--- src/rtl/ttl_jk_sequencer.sv ---
// Command sequencer for a bank of negedge J-K flip-flops with preset/clear.
// Accepts one command per valid/ready handshake and drives the bank's J, K and
// Preset_bar lines; all outputs are registered on the rising edge of Clk.

package ttl_jk_sequencer_pkg;
  typedef enum logic [2:0] {
    S_IDLE, S_DRIVE, S_PRE_ARM, S_PRE_LOW, S_PRE_REL, S_COUNT
  } state_t;

  // What a single flip-flop's drive lines should carry next cycle
  typedef enum logic [2:0] {
    L_HOLD, L_LOAD, L_TOGGLE, L_COUNT, L_PRESET
  } lane_sel_t;

  localparam logic [2:0] OP_NOP    = 3'd0;
  localparam logic [2:0] OP_LOAD   = 3'd1;
  localparam logic [2:0] OP_TOGGLE = 3'd2;
  localparam logic [2:0] OP_PRESET = 3'd3;
  localparam logic [2:0] OP_COUNT  = 3'd4;
endpackage

// Per-flip-flop drive decode: d is data/mask bit, carry is the count enable.
module ttl_jk_lane
  import ttl_jk_sequencer_pkg::*;
(
  input  lane_sel_t sel,
  input  logic      d,
  input  logic      carry,
  output logic      j,
  output logic      k,
  output logic      pre_n
);
  // Idle drive is hold (J=K=0) with preset released
  always_comb begin
    j     = 1'b0;
    k     = 1'b0;
    pre_n = 1'b1;
    unique case (sel)
      L_LOAD:   begin j = d;     k = ~d;    end
      L_TOGGLE: begin j = d;     k = d;     end
      L_COUNT:  begin j = carry; k = carry; end
      L_PRESET: pre_n = ~d;
      default:  ;
    endcase
  end
endmodule

module ttl_jk_sequencer
  import ttl_jk_sequencer_pkg::*;
#(
  parameter int BLOCKS     = 4,
  parameter int DELAY_RISE = 0,
  parameter int DELAY_FALL = 0
) (
  input  logic              Clk,
  input  logic              Clear_bar,
  input  logic              Cmd_valid,
  output logic              Cmd_ready,
  input  logic [2:0]        Op,
  input  logic [BLOCKS-1:0] Arg,
  input  logic [BLOCKS-1:0] Q_in,
  output logic [BLOCKS-1:0] J,
  output logic [BLOCKS-1:0] K,
  output logic [BLOCKS-1:0] Preset_bar,
  output logic              Done
);
  // Delays exist for interface compatibility with the TTL timing model; the
  // registered outputs here switch with zero delay, so only sanity-check them.
  if (BLOCKS < 1 || DELAY_RISE < 0 || DELAY_FALL < 0) begin : g_bad_param
    $error("ttl_jk_sequencer: invalid parameters");
  end

  typedef struct packed {
    logic [2:0]        op;
    logic [BLOCKS-1:0] arg;
  } cmd_t;

  cmd_t              cmd_in, cmd_q;
  state_t            state, nstate;
  logic [BLOCKS-1:0] cnt, cnt_d;
  lane_sel_t         sel;
  logic [BLOCKS-1:0] lane_d, carry, j_d, k_d, pre_d;
  logic              done_d, rdy_d, accept;

  assign cmd_in = '{op: Op, arg: Arg};
  assign accept = Cmd_valid & Cmd_ready;

  // Synchronous-counter enables: bit i toggles when all lower Q bits are 1
  for (genvar i = 0; i < BLOCKS; i++) begin : g_carry
    localparam logic [BLOCKS-1:0] LOW = {BLOCKS{1'b1}} >> (BLOCKS - i);
    assign carry[i] = &(Q_in | ~LOW);
  end

  // One drive decoder per flip-flop
  for (genvar i = 0; i < BLOCKS; i++) begin : g_lane
    ttl_jk_lane u_lane (
      .sel   (sel),
      .d     (lane_d[i]),
      .carry (carry[i]),
      .j     (j_d[i]),
      .k     (k_d[i]),
      .pre_n (pre_d[i])
    );
  end

  // State, step counter and captured command
  always_ff @(posedge Clk or negedge Clear_bar) begin
    if (!Clear_bar) begin
      state <= S_IDLE;
      cnt   <= '0;
      cmd_q <= '0;
    end else begin
      state <= nstate;
      cnt   <= cnt_d;
      if (accept) cmd_q <= cmd_in;
    end
  end

  // Next state; counter loads N on accept and the step at cnt==1 is the last
  always_comb begin
    nstate = state;
    cnt_d  = cnt;
    case (state)
      S_IDLE: begin
        if (accept) begin
          case (Op)
            OP_PRESET: nstate = S_PRE_ARM;
            OP_COUNT: begin
              if (Arg != '0) begin
                nstate = S_COUNT;
                cnt_d  = Arg;
              end else begin
                nstate = S_DRIVE;
              end
            end
            default:   nstate = S_DRIVE;
          endcase
        end
      end
      S_DRIVE:   nstate = S_IDLE;
      S_PRE_ARM: nstate = S_PRE_LOW;
      S_PRE_LOW: nstate = S_PRE_REL;
      S_PRE_REL: nstate = S_IDLE;
      S_COUNT: begin
        if (cnt == BLOCKS'(1)) begin
          nstate = S_IDLE;
          cnt_d  = '0;
        end else begin
          cnt_d  = cnt - BLOCKS'(1);
        end
      end
      default:   nstate = S_IDLE;
    endcase
  end

  // Output decode for the cycle being entered; DRIVE is only entered on
  // accept, so it takes Op/Arg straight from the inputs
  always_comb begin
    sel    = L_HOLD;
    lane_d = cmd_q.arg;
    done_d = 1'b0;
    rdy_d  = 1'b0;
    case (nstate)
      S_IDLE: begin
        rdy_d  = 1'b1;
        done_d = (state != S_IDLE);
      end
      S_DRIVE: begin
        lane_d = cmd_in.arg;
        case (cmd_in.op)
          OP_LOAD:   sel = L_LOAD;
          OP_TOGGLE: sel = L_TOGGLE;
          default:   sel = L_HOLD;
        endcase
      end
      S_PRE_LOW: sel = L_PRESET;
      S_COUNT:   sel = L_COUNT;
      default:   sel = L_HOLD;
    endcase
  end

  // Registered bank drive and handshake outputs
  always_ff @(posedge Clk or negedge Clear_bar) begin
    if (!Clear_bar) begin
      J          <= '0;
      K          <= '0;
      Preset_bar <= '1;
      Cmd_ready  <= 1'b1;
      Done       <= 1'b0;
    end else begin
      J          <= j_d;
      K          <= k_d;
      Preset_bar <= pre_d;
      Cmd_ready  <= rdy_d;
      Done       <= done_d;
    end
  end
endmodule

--- config.mk ---
export PLATFORM = sky130hd
export DESIGN_NAME = ttl_jk_sequencer
export DESIGN_NICKNAME = d
export VERILOG_FILES = /design/src/rtl/ttl_jk_sequencer.sv
export SDC_FILE = /design/constraint.sdc
export NUM_CORES = 1
export LEC_CHECK = 0
export CAP_MARGIN = 20
export CORE_UTILIZATION = 44
export CTS_CLUSTER_SIZE = 12
export DETAILED_ROUTE_END_ITERATION = 7
export GPL_TIMING_DRIVEN = 0
export PLACE_DENSITY_LB_ADDON = 0.15
export RECOVER_POWER = 100
export SLEW_MARGIN = 20
export SYNTH_ARGS = -nofsm -noshare
export SYNTH_HDL_FRONTEND = slang
export SYNTH_SLANG_ARGS = --single-unit
--- constraint.sdc ---
create_clock -name Clk -period 1.9 [get_ports Clk]
set_input_delay 0.19 -clock Clk [delete_from_list [all_inputs] [get_ports Clk]]
set_output_delay 0.19 -clock Clk [all_outputs]
set_load 0.01 [all_outputs]
=== After elaboration in Yosys (flattened, before gate mapping) ===
Index checks and enable logic that the tools add are counted.

* Register bits: 25
* Word-level logic and storage cells: 68

* $add $sub $neg: 1
* Equality and inequality tests: 18
* Muxes and demuxes: 27
* Bitwise gates (word level): 5
* Reduce and logical (&&, ||, !) cells: 9

{| class="wikitable"
|+ Operators by type and width
! kind !! number
|-
| $eq A3 B2 Y1 const B || 7
|-
| $mux W4 || 5
|-
| $eq A3 B3 Y1 const B || 4
|-
| $pmux W1 S3 || 4
|-
| $pmux W3 S4 || 1
|-
| $eq A3 B1 Y1 const B || 3
|-
| $mux W3 || 3
|-
| $pmux W3 S3 || 1
|-
| $pmux W1 S2 || 4
|-
| $pmux W4 S2 || 1
|-
| $logic_not A3 Y1 || 2
|-
| $mux W1 || 6
|-
| $pmux W3 S2 || 1
|-
| $eq A4 B1 Y1 const B || 1
|-
| $ne A2 B2 Y1 const B || 2
|-
| $not A1 Y1 || 4
|-
| $pmux W2 S2 || 1
|-
| $reduce_and A4 Y1 || 1
|-
| $reduce_bool A4 Y1 || 1
|-
| $sub A4 B1 Y4 const B || 1
|-
| $reduce_and A3 Y1 || 1
|-
| $reduce_bool A3 Y1 || 1
|-
| $ne A2 B1 Y1 const B || 1
|-
| $reduce_and A2 Y1 || 1
|-
| 3 further kinds || 3
|}

=== Logic depth before layout (Yosys ltp) ===
* Word-level depth: 10
* Mapped depth: 7
* Depth with buffers taken out: 6

=== By module ===
From an unflattened synthesis, not the netlist that was laid out.

* Cells, all modules: 115
* Area total of the unflattened synthesis: 1328.8 um^2

{| class="wikitable"
|+ Modules (own cells, without submodules)
! module !! times used !! cells each !! area an instance (um^2) !! sequential area each (um^2)
|-
| ttl_jk_sequencer || 1 || 83 || 1083.5 || 631.9
|-
| ttl_jk_lane || 4 || 8 || 61.3 || 0.0
|}

=== Least setup slack after synthesis ===
No wires, ideal clock.

* Path kind: reg2reg
* Start: register cnt[1]
* End: register J[1]
* Arrival: 1828 ps
* Slack: -50 ps
* Stages on the path, launching flop included: 8
* Clock period less this slack: 1950 ps
* Cell sequence: dfrtp_1 > inv_1 > ha_1 > or3b_4 > a22o_4 > or2_1 > buf_2 > a32o_1

* Cells in the longest elaborated chain, start to end: 8
* Elaborated cells on any way between the ends: 13

{| class="wikitable"
|+ Ends and longest elaborated chain
! item !! RTL line !! source
|-
| from (decl) || 80 || <nowiki>logic [BLOCKS-1:0] cnt, cnt_d;</nowiki>
|-
| from (signal assigned) || 114 || <nowiki>cnt <= cnt_d;</nowiki>
|-
| $eq A4 B1 Y1 (*) || 145 || <nowiki>if (cnt == BLOCKS'(1)) begin</nowiki>
|-
| $mux W3 (*) || 145 ||
|-
| $pmux W3 S4 (*) || 123 || <nowiki>case (state)</nowiki>
|-
| named net nstate[2] || 79 || <nowiki>state_t state, nstate;</nowiki>
|-
| $eq A3 B3 Y1, or another cell as far along || 163 || <nowiki>case (nstate)</nowiki>
|-
| $pmux W3 S3 || 163 ||
|-
| $eq A3 B1 Y1 / $eq A3 B2 Y1 (equally long branches) || 38 || <nowiki>unique case (sel)</nowiki>
|-
| $reduce_or A2 Y1 (no line) || n/a ||
|-
| $pmux W1 S2 (*) || 38 ||
|-
| named net g_lane[1].u_lane.j || 29 || <nowiki>output logic j,</nowiki>
|-
| to (signal assigned) || 191 || <nowiki>J <= j_d;</nowiki>
|-
| to (decl) || 62 || <nowiki>output logic [BLOCKS-1:0] J,</nowiki>
|}

The timed path passes the listed nets; every way through them passes the cells marked *.
A chain may end at the register's enable or synchronous reset.

=== Worst setup path in the final report ===
* Start: register cnt[1]
* End: register J[2]

* Cells in the longest elaborated chain, start to end: 8
* Elaborated cells on any way between the ends: 13

{| class="wikitable"
|+ Ends and longest elaborated chain
! item !! RTL line
|-
| $eq A4 B1 Y1 (*) || 145
|-
| $mux W3 (*) || 145
|-
| $pmux W3 S4 (*) || 123
|-
| named net nstate[2] || 79
|-
| $eq A3 B3 Y1, or another cell as far along || 163
|-
| $pmux W3 S3 || 163
|-
| $eq A3 B1 Y1 / $eq A3 B2 Y1 (equally long branches) || 38
|-
| $reduce_or A2 Y1 (no line) || n/a
|-
| $pmux W1 S2 (*) || 38
|-
| named net g_lane[2].u_lane.j || 29
|}

Marked as above.

==> flow_summary.toml <==
[drt]
viasPerCell = 5.79
ant_nets = 0
drt_pass1_iterations = 4
drt_iter0_markers = 17
drc = 0
wirelength_um = 2850
wl_per_cell_um = 16.3
vias = 1013

[sta]
worst_slew_pin_slew_ps = 1340
setup_slack_ps = -66.1
period_share_pct = 103
clock.fmax_mhz = 509
finalSetupTns_ps = -287
whs_ps = 264
rsz0062_at_grt = "true"
max_slew_margin_pct = 10.9
hold_viol = 0
final_max_slew_viol_count = 0
finalSetupViolations = 6
fin_skew_ps = 5.13
period_minus_slack_ps = 1970

[place]
hpwl_um = 1890
gp_congestion = 0.795
port_buffers = 25
pre_cts_ws_ps = -246
placed_area_sq_mm = 0.00154

[synth]
ys_seq_area_share_pct = 50.8
netlist_area_sq_mm = 0.00124
syn_area_per_cell_sq_um = 11.6
yosysWarningCount = 0
synthCells = 107
synth-seq-cells = 25
synth_nets = 123
ys_types = 41

[cells_and_area]
diodes = 0
n_fill_cell = 221
syn_to_final_growth_pct = 34.2
multi_input_area_sq_um = 619
final_layout_size_suffix_gt1_share_pct = 25.5
num-nets-final = 162
finish.instance_area_sq_mm = 0.00167
seqCellArea_sq_um = 633

[clock_network]
cts_buffers = 3
root_buffer = "clkbuf_4"
clock_latency_ps = 320
clkTransAtPathRegs_ps = 150
cts_tree = "done"
cts.path.max_buffers = 2
h-tree-depth = 1
cts_sinks = 25

[critical_path]
cp.arrival_ps = 2190
crit_path_end_kind = "flip-flop"
critical_path_class = "reg -> reg"
crit_required_ps = 2130
critPathLaunchType = "flip-flop"
crit_fanout = 7

[power]
ir_drop_mv = 0.644
p_sw_mw = 0.612
p_int_mw = 1.14
leakage_nw = 0.697
p_comb_share_pct = 41.1
power_frac_clock_pct = 14.2
power-per-cell-area_mw_per_mm2 = 1050
seq_power_share_pct = 44.7
p_sw_share_pct = 34.9

[grt]
antenna_found_initial = 0
first_global_vias = 933
grt.overflow.total = 0
grt_pass1_wl_um = 4170
grt_max_degree = 26
track_usage_pct = 20.1

[run_status]
violations = "setup timing"
status = "finished, violations left"

[hold_path]
min_path_type = "in -> reg"

[floorplanning]
core_area_sq_mm = 0.00257
die_area_sq_mm = 0.00304
io_pins = 28
die_w_um = 55.2
rows = 18
initial_utilization_pct = 48.4
fp.dieH_um = 55.2

[job]
drv_cap = 0
power by group through the flow:
stage	clock [mW]	sequential, mW	combinational (mW)
2_1_floorplan	0	0.813	0.375
3_3_place_gp	0	0.801	0.596
3_5_place_dp	0	0.811	0.612
4_1_cts	0.256	0.790	0.703
5_1_grt	0.276	0.805	0.792
6_report	0.250	0.785	0.721
flip-flops by register name, summed over array words and instances (netlist names):
signal,flops
Cmd_ready,1
Done,1
J,4
Preset_bar,4
cmd_q,4
cnt,4
state,3
K,4
routing by layer:
metal	wire length, um	GRT usage, %	share of wire, %	vias to the layer above
met1	1300	26.6	46	507
met4	34	10.0	1.2	0
li1	-	-	-	476
met3	124	3.28	4.4	4
met5	0	0	0	-
met2	1390	31.7	49	26
kinds of logic after synthesis:
family | after synthesis | synth area share [%]
AO/OA/AOI/OAI | 24 | 14.2
XOR/XNOR | 1 | 0.704
adder cells (fa/ha/maj) | 2 | 2.01
buffers and inverters | 5 | 2.31
flip-flops | 25 | 50.8
multiplexers | 7 | 6.04
AND/OR/NAND/NOR | 43 | 23.9
per-stage QoR:
step                      power, mW  util (%)  instances
after detailed placement       1.42      59.9        162
after global routing           1.87      65.0        175
final                          1.75      65.0        175
after CTS                      1.75      63.5        171
after floorplan                1.19         -        107
after global placement         1.40      59.9        162
cell usage after synthesis:
| master | instances | area [sq um] |
|---|---|---|
| ha_1 | 2 | 25.0 |
| or3b_4 | 1 | 11.3 |
| a2111oi_2 | 1 | 15.0 |
| nor2_1 | 2 | 7.51 |
| and2b_1 | 1 | 7.51 |
| inv_1 | 2 | 7.51 |
| nor2_2 | 1 | 6.26 |
| or3_4 | 1 | 11.3 |
| a22o_4 | 1 | 17.5 |
| xnor2_1 | 1 | 8.76 |
| nor3b_1 | 7 | 52.6 |
| nor4b_1 | 1 | 8.76 |
| o21ai_1 | 1 | 5.00 |
| a21oi_1 | 9 | 45.0 |
| or3b_1 | 1 | 8.76 |
| or4_1 | 3 | 22.5 |
| and2_2 | 1 | 7.51 |
| a221o_1 | 2 | 20.0 |
| nand2_1 | 8 | 30.0 |
| mux2_1 | 4 | 45.0 |
| a32o_1 | 3 | 30.0 |
| nand3b_1 | 2 | 15.0 |
| nor4_4 | 1 | 21.3 |
| or2_1 | 2 | 12.5 |
| buf_2 | 2 | 10.0 |
| o21ai_0 | 3 | 15.0 |
| nor4_1 | 2 | 12.5 |
| and2_1 | 1 | 6.26 |
| dfrtp_1 | 20 | 500 |
| a21o_1 | 1 | 7.51 |
| dfstp_2 | 5 | 131 |
| o22ai_1 | 1 | 6.26 |
| and3b_1 | 1 | 8.76 |
| or3_1 | 1 | 6.26 |
| and3_1 | 1 | 6.26 |
| o21a_1 | 2 | 15.0 |
| mux2i_1 | 3 | 30.0 |
| buf_6 | 1 | 11.3 |
| nor2b_1 | 2 | 12.5 |
| nor3_1 | 2 | 10.0 |
| nor4_2 | 1 | 12.5 |
final cells by class:
| class | instances | share of cell area (%) |
|---|---|---|
| Sequential cell | 25 | 37.9 |
| Multi-Input combinational cell | 77 | 37.1 |
| Timing Repair Buffer | 34 | 18.8 |
| Tap cell | 30 | 2.25 |
| Buffer | 3 | 1.65 |
| Clock buffer | 3 | 1.35 |
| Clock inverter | 1 | 0.450 |
| Inverter | 2 | 0.450 |
cell usage in the layout, fill, tap and decap left out, types with 3 or more instances in the layout:
master,Yosys,layout
clkdlybuf4s50_1,0,10
clkbuf_4,0,3
a21oi_2,0,3
nand2_1,8,8
o21ai_0,3,3
mux2i_1,3,3
dlygate4sd3_1,0,15
nor3b_1,7,6
mux2_1,4,4
a32o_1,3,3
a21oi_1,9,6
dfrtp_1,20,19
dfstp_2,5,5
buf_4,0,8
worst max-delay path, cell delays in order, from the launching register on:
cell	delay, ps
dfrtp_1	410
inv_2	70
ha_4	120
or3b_4	380
a22o_4	280
or2_1	230
buf_6	140
a32o_1	240
worst paths after layout:
| path | cells after the start | slack, ps | from | end |
|---|---|---|---|---|
| hold reg to reg | 1 | 400 | cmd_q[0]$_DFFE_PN0N_ | Preset_bar[0]$_DFF_PN1_ |
| setup reg to reg | 7 | -70 | cnt[1]$_DFFE_PN0P_ | J[2]$_DFF_PN0_ |
| hold / removal | 3 | 260 | Op[1] | state[1]$_DFF_PN0_ |
| setup / recovery | 7 | -70 | cnt[1]$_DFFE_PN0P_ | J[2]$_DFF_PN0_ |
| max in group asynchronous | 2 | 360 | Clear_bar | state[0]$_DFF_PN0_ |
| min in group asynchronous | 2 | 670 | Clear_bar | K[0]$_DFF_PN0_ |
timing repair:
action,CTS,global route
endpoints found under the hold margin,0,20
setup endpoints to repair,11,14
resized for setup,6,5
hold buffers,0,1
gates cloned,0,1
setup buffers,5,2
pin swaps,9,6
Note: power is estimated with default switching activity, not from simulation.
